## config.mk

```make
export PLATFORM = sky130hd
export DESIGN_NAME = axi_lite_master_port
export DESIGN_NICKNAME = d
export VERILOG_FILES = /design/src/rtl/axi_lite_master_port.sv
export SDC_FILE = /design/constraint.sdc
export NUM_CORES = 1
export LEC_CHECK = 0
export ABC_CLOCK_PERIOD_IN_PS = 6300
export CAP_MARGIN = 20
export CORE_AREA = 2 2 112 114
export DETAILED_ROUTE_END_ITERATION = 10
export DIE_AREA = 0 0 114 116
export PLACE_DENSITY = 0.9
export SYNTH_ARGS = -nofsm -noshare
export SYNTH_HDL_FRONTEND = slang
export SYNTH_SLANG_ARGS = --single-unit
```

## constraint.sdc

```tcl
create_clock -name clk -period 6.3 [get_ports clk]
set_input_delay 0.945 -clock clk [delete_from_list [all_inputs] [get_ports clk]]
set_output_delay 0.945 -clock clk [all_outputs]
set_load 0.02 [all_outputs]
```

## src/rtl/axi_lite_master_port.sv

```systemverilog
// Single-outstanding AXI initiator: turns a req/resp memory port into one-beat
// AR/R reads or AW/W/B writes, with a one-cycle completion pulse.
module axi_lite_master_port #(
  parameter logic [3:0] MASTER_ID = 4'd0,
  parameter int         ADDR_W    = 32,
  parameter int         DATA_W    = 32
) (
  input  logic                clk,
  input  logic                rst,
  input  logic                req_valid,
  output logic                req_ready,
  input  logic                req_we,
  input  logic [ADDR_W-1:0]   req_addr,
  input  logic [DATA_W-1:0]   req_wdata,
  input  logic [DATA_W/8-1:0] req_wstrb,
  output logic                resp_valid,
  output logic [DATA_W-1:0]   resp_rdata,
  output logic                resp_err,
  output logic [3:0]          arid,
  output logic [ADDR_W-1:0]   araddr,
  output logic [3:0]          arlen,
  output logic [2:0]          arsize,
  output logic [1:0]          arburst,
  output logic                arvalid,
  input  logic                arready,
  input  logic [3:0]          rid,
  input  logic [DATA_W-1:0]   rdata,
  input  logic [1:0]          rresp,
  input  logic                rlast,
  input  logic                rvalid,
  output logic                rready,
  output logic [3:0]          awid,
  output logic [ADDR_W-1:0]   awaddr,
  output logic [3:0]          awlen,
  output logic [2:0]          awsize,
  output logic [1:0]          awburst,
  output logic                awvalid,
  input  logic                awready,
  output logic [DATA_W-1:0]   wdata,
  output logic [DATA_W/8-1:0] wstrb,
  output logic                wlast,
  output logic                wvalid,
  input  logic                wready,
  input  logic [3:0]          bid,
  input  logic [1:0]          bresp,
  input  logic                bvalid,
  output logic                bready
);

  typedef enum logic [2:0] {ST_IDLE, ST_AR, ST_R, ST_AW, ST_W, ST_B} state_t;

  state_t              state;
  logic [ADDR_W-1:0]   addr_q;
  logic [DATA_W-1:0]   wdata_q;
  logic [DATA_W/8-1:0] wstrb_q;

  // Single-beat INCR transfers of full bus width; payload comes from the latched request.
  assign arid    = MASTER_ID;
  assign arlen   = 4'd0;
  assign arsize  = 3'b010;
  assign arburst = 2'b01;
  assign awid    = MASTER_ID;
  assign awlen   = 4'd0;
  assign awsize  = 3'b010;
  assign awburst = 2'b01;
  assign wlast   = 1'b1;
  assign araddr  = addr_q;
  assign awaddr  = addr_q;
  assign wdata   = wdata_q;
  assign wstrb   = wstrb_q;

  assign req_ready = (state == ST_IDLE);

  // NOTE: every register here is updated with <= so all reads in this block
  // see the pre-edge values, regardless of statement order.
  always_ff @(posedge clk or posedge rst) begin
    if (rst) begin
      state      <= ST_IDLE;
      addr_q     <= '0;
      wdata_q    <= '0;
      wstrb_q    <= '0;
      arvalid    <= 1'b0;
      rready     <= 1'b0;
      awvalid    <= 1'b0;
      wvalid     <= 1'b0;
      bready     <= 1'b0;
      resp_valid <= 1'b0;
      resp_rdata <= '0;
      resp_err   <= 1'b0;
    end else begin
      // NOTE: default-low here makes resp_valid a single-cycle pulse without
      // needing a clear in every other state.
      resp_valid <= 1'b0;
      case (state)
        ST_IDLE: begin
          if (req_valid) begin
            addr_q  <= req_addr;
            wdata_q <= req_wdata;
            wstrb_q <= req_wstrb;
            if (req_we) begin
              awvalid <= 1'b1;
              state   <= ST_AW;
            end else begin
              arvalid <= 1'b1;
              state   <= ST_AR;
            end
          end
        end
        ST_AR: begin
          if (arready) begin
            arvalid <= 1'b0;
            rready  <= 1'b1;
            state   <= ST_R;
          end
        end
        ST_R: begin
          if (rvalid) begin
            rready     <= 1'b0;
            resp_valid <= 1'b1;
            resp_rdata <= rdata;
            resp_err   <= (rresp != 2'b00) || (rid != MASTER_ID) || !rlast;
            state      <= ST_IDLE;
          end
        end
        ST_AW: begin
          if (awready) begin
            awvalid <= 1'b0;
            wvalid  <= 1'b1;
            state   <= ST_W;
          end
        end
        ST_W: begin
          if (wready) begin
            wvalid <= 1'b0;
            bready <= 1'b1;
            state  <= ST_B;
          end
        end
        ST_B: begin
          if (bvalid) begin
            bready     <= 1'b0;
            resp_valid <= 1'b1;
            resp_rdata <= '0;
            resp_err   <= (bresp != 2'b00) || (bid != MASTER_ID);
            state      <= ST_IDLE;
          end
        end
        default: state <= ST_IDLE;
      endcase
    end
  end

endmodule

```

### Word-level counts from Yosys, hierarchy flattened

Cells that the tools add are included.

* register bits after elaboration: 110
* bits of input ports: 122
* word-level logic and storage cells: 82
* output and inout bits: 167

* eq/ne operators: 13
* mux-type cells: 34
* reductions and logical operators: 23

Operators by type and width (count)
* $mux W32: 2
* $pmux W32 S2: 1
* $mux W3: 6
* $pmux W3 S6: 1
* $mux W1: 16
* $reduce_bool A2 Y1: 8
* $ne A2 B2 Y1 const B: 7
* $pmux W1 S2: 7
* $reduce_and A3 Y1: 4
* $reduce_and A4 Y1: 2
* $reduce_bool A4 Y1: 2
* $eq A3 B2 Y1 const B: 2
* $eq A3 B3 Y1 const B: 2
* $reduce_and A6 Y1: 1
* $eq A3 B1 Y1 const B: 1
* $logic_not A3 Y1: 1
* $logic_or A1 B1 Y1: 3
* $mux W2: 1
* $ne A2 B1 Y1 const B: 1
* $reduce_and A2 Y1: 1
* $logic_not A1 Y1: 1

### Depth between registers and ports, before layout

* word-level depth: 5
* depth in mapped cells: 5
* mapped depth without buffers: 3

### Least setup slack after synthesis

OpenSTA, ideal clock, no wires.

* kind: reg-to-output
* start point: reg state[1]
* end point: out req_ready
* path slack: 4067 ps
* buffers on the path: 2
* cell stages (with the launch flop): 4
* data required time: 5355 ps
* arrival: 1288 ps
* path through: dfrtp_1 > buf_2 > clkbuf_1 > nor3_1

* longest elaborated chain between the ends: 1

Ends and longest elaborated chain
* start, declared: RTL line 52 `state_t state;`
* start signal, assigned: RTL line 78 `state <= ST_IDLE;`
* start signal, assigned: RTL line 102 `state <= ST_AW;`
* start signal, assigned: RTL line 105 `state <= ST_AR;`
* $logic_not A3 Y1: RTL line 72 `assign req_ready = (state == ST_IDLE);`
* end, declared: RTL line 11 `output logic req_ready,`

No other way between the ends.

### Final worst setup path

Ends and elaborated chain as after synthesis.

==> summary.txt <==
Post-synth EDFFs: 0
Post-Synth XOR/XNOR Area: 0
Most used DFF post-synth: dfrtp_1
Setup Fix Bufs, Post-CTS: 0
Critical Path End Type: output pin
Post-CTS sizing: 0
Worst-Skew Late Latency: 0.34 ns
Mux cell area share after synthesis: 0.1713
Initial antenna violation count: 0
Multi-input gate area: 0.001501 mm²
Pwr Density: 556.0 mW/mm²
Post-layout minimum cycle time: 2.861 ns
Number of diodes: 0
Grt total ovfl: 0
Synth async-reset ratio: 1.000
DIE AREA: 0.01322 mm²
Skew final: 0.008186 ns
Compound-cell area share of the yosys netlist: 0.09149
Slew headroom: 0.3923
Register area: 0.002753 mm²
Routed wire length: 12.66 mm
CTS Hold Bufs: 0
RR Startpoint: state[1]
CP required: 5.35 ns
Fillcell total: 936
Min-delay src: wdata[5]
Unique masters post-synth: 31
Largest family of logic cells by synthesized area: multiplexers
Data arrival, critical path: 1.92 ns
Clock sinks: 110
R2r worst-path depth: 4
Layout area overhead: 56.61%
Die X: 114 µm
Number of synthesized register bits: 110
Io pins: 289
Avg Inst Size Synth: 14.08 µm²
Worst hold endpoint: wdata[5]
Final Cycle Share: 0.4542
# setup viols final: 0
Startpoint types: register
Critical path type: reg2out
GRT Util Overall: 0.1860
First-pass DRT Iterations: 5
Post-layout util: 0.6222
Crit Path Max Fanout: 47
Endpoints failing hold: 0
Pins Over Slew Limit: 0
Antenna Violating Nets Remaining: 0
Net count, final: 680
Post-Synth Adder-Cell Area: 0
Drc violations: 0
Fmax: 0.3495 GHz
Status: finished, final reports clean
Routability cong.: 0.7404
Post-Synth Simple-Gate Area: 0.03305
Hold Crit Class: reg2reg
CTS buffer count: 9
DR vias/cell: 4.903
RSZ-0062 raised after global routing: no
Initial drt markers: 99
Die height: 116 µm
Global-route wire length before repair: 18.94 mm
Largest net degree at the start of global routing: 70
Synth Cell Area: 0.004732 mm²
Leakage: 0.003070 µW
Final Non-Filler Cells: 710
H-tree depth: 3
Final total power: 4120 µW
Initial Util: 0.3973
CP cell instances: buf_4 -> nor3_1 -> clkdlybuf4s50_1
Worst-Margin Slew: 0.9116 ns
Max IR drop VDD: 271.2 µV
Vias in the first global route: 3574
Via count: 3481
Reg2reg end: wdata[30]
Placed insts: 694
Crit-path slowest cell: clkdlybuf4s50_1
Sequential area share after synthesis: 0.5817
Max stage delay on crit path: 0.65 ns
HPWL Detailed: 9.489 mm
CTS tree: yes
CTS root buf: clkbuf_16
Hold Path Stages: 1
Setup TNS Final: 0 ns
Setup slack, reg-to-reg: 4.03 ns
Clock slew seen by the registers of the worst setup and hold paths: 0.07 ns
Row count: 40
PortBufs: 261
Syn Inst Count: 336
Drt wl/cell: 17.83 µm
Synth warnings: 0
Number of buffers on the longest clock path: 2
Core area: 0.01191 mm²
Max_cap viols: 0
Layout cells sized above 1: 0.1510
report_power, final:
part / internal, µW / leakage (µW) / switching, µW
logic: 1160 / 0.00160 / 1100
clock network: 328 / 0.000152 / 247
registers: 1050 / 0.00132 / 235
kinds of logic after synthesis:
family	Yosys count
simple gates	21
compound gates	47
buf+inv	86
other cells	2
mux	70
flops	110
cell type report:
class	instances	share of cell area
Clock inverter	4	0.006078
Multi-Input combinational cell	165	0.2026
Timing Repair Buffer	265	0.3566
Inverter	7	0.003883
Clock buffer	12	0.03461
Tap cell	147	0.02482
Sequential cell	110	0.3714
worst max-delay path: cells and delay by family (launching register included):
kind,cells,cell delay (ns)
buffers and inverters,2,0.94
flip-flops,1,0.36
AND/OR/NAND/NOR,1,0.26
metal layers:
metal	vias up	track usage	part of all wire
li1	1569	-	-
met5	-	0	0
met4	0	0.07561	0.021
met2	169	0.3377	0.54
met1	1724	0.2086	0.37
met3	19	0.04864	0.069
Yosys cell counts, drive strengths merged (3+ instances only):
master  number  share of area
a21oi        5         0.0053
a32o        33          0.070
buf         73           0.11
clkbuf       6         0.0048
dfrtp      110           0.58
inv          7         0.0056
mux2        68           0.16
nand2        3         0.0024
nand3b       3         0.0048
nor2         3         0.0024
nor4b        3         0.0087
flip-flops by register name, indices dropped and copies added, names as in the netlist:
name / flops
araddr: 32
arvalid: 1
awvalid: 1
bready: 1
resp_err: 1
resp_rdata: 32
resp_valid: 1
rready: 1
state: 3
wdata: 32
wstrb: 4
wvalid: 1
worst max path at each step:
stage | start | endpoint | slack, ns
2_1_floorplan | rst | araddr[0] | 2.45
3_3_place_gp | req_valid | araddr[0] | 3.39
3_5_place_dp | req_valid | wdata[23] | 3.34
4_1_cts | state[1] | req_ready | 3.41
5_1_grt | state[1] | req_ready | 3.33
6_report | state[1] | req_ready | 3.44
cells in the final DEF, fill, tap and decap left out, drive strengths merged:
cell type,Yosys,routed
nand2,3,3
or4,1,1
and2,1,1
nor2b,2,2
clkdlybuf4s50,0,261
nor4,1,1
dfrtp,110,110
a31oi,1,1
o21ai,2,2
a221o,1,1
clkinv,0,3
mux4,2,2
a32o,33,33
buf,73,4
nand3b,3,3
clkbuf,6,12
nor3,2,2
nor3b,1,1
a22oi,1,1
mux2,68,68
nor4b,3,3
a21oi,5,5
bufinv,0,1
inv,7,7
nor2,3,3
and3,1,1
o31ai,2,2
o2bb2ai,1,1
o22ai,1,1
conb,2,27
through the flow:
step	area, µm²	hold slack (ns)	setup WS, ns
2_1_floorplan	4826	0.6095	2.453
3_3_place_gp	7109	0.4732	3.393
3_5_place_dp	7109	0.4762	3.342
4_1_cts	7411	0.4911	3.408
5_1_grt	7411	0.5143	3.328
6_report	7411	0.4883	3.439
Power figures use the tool's default switching activity.
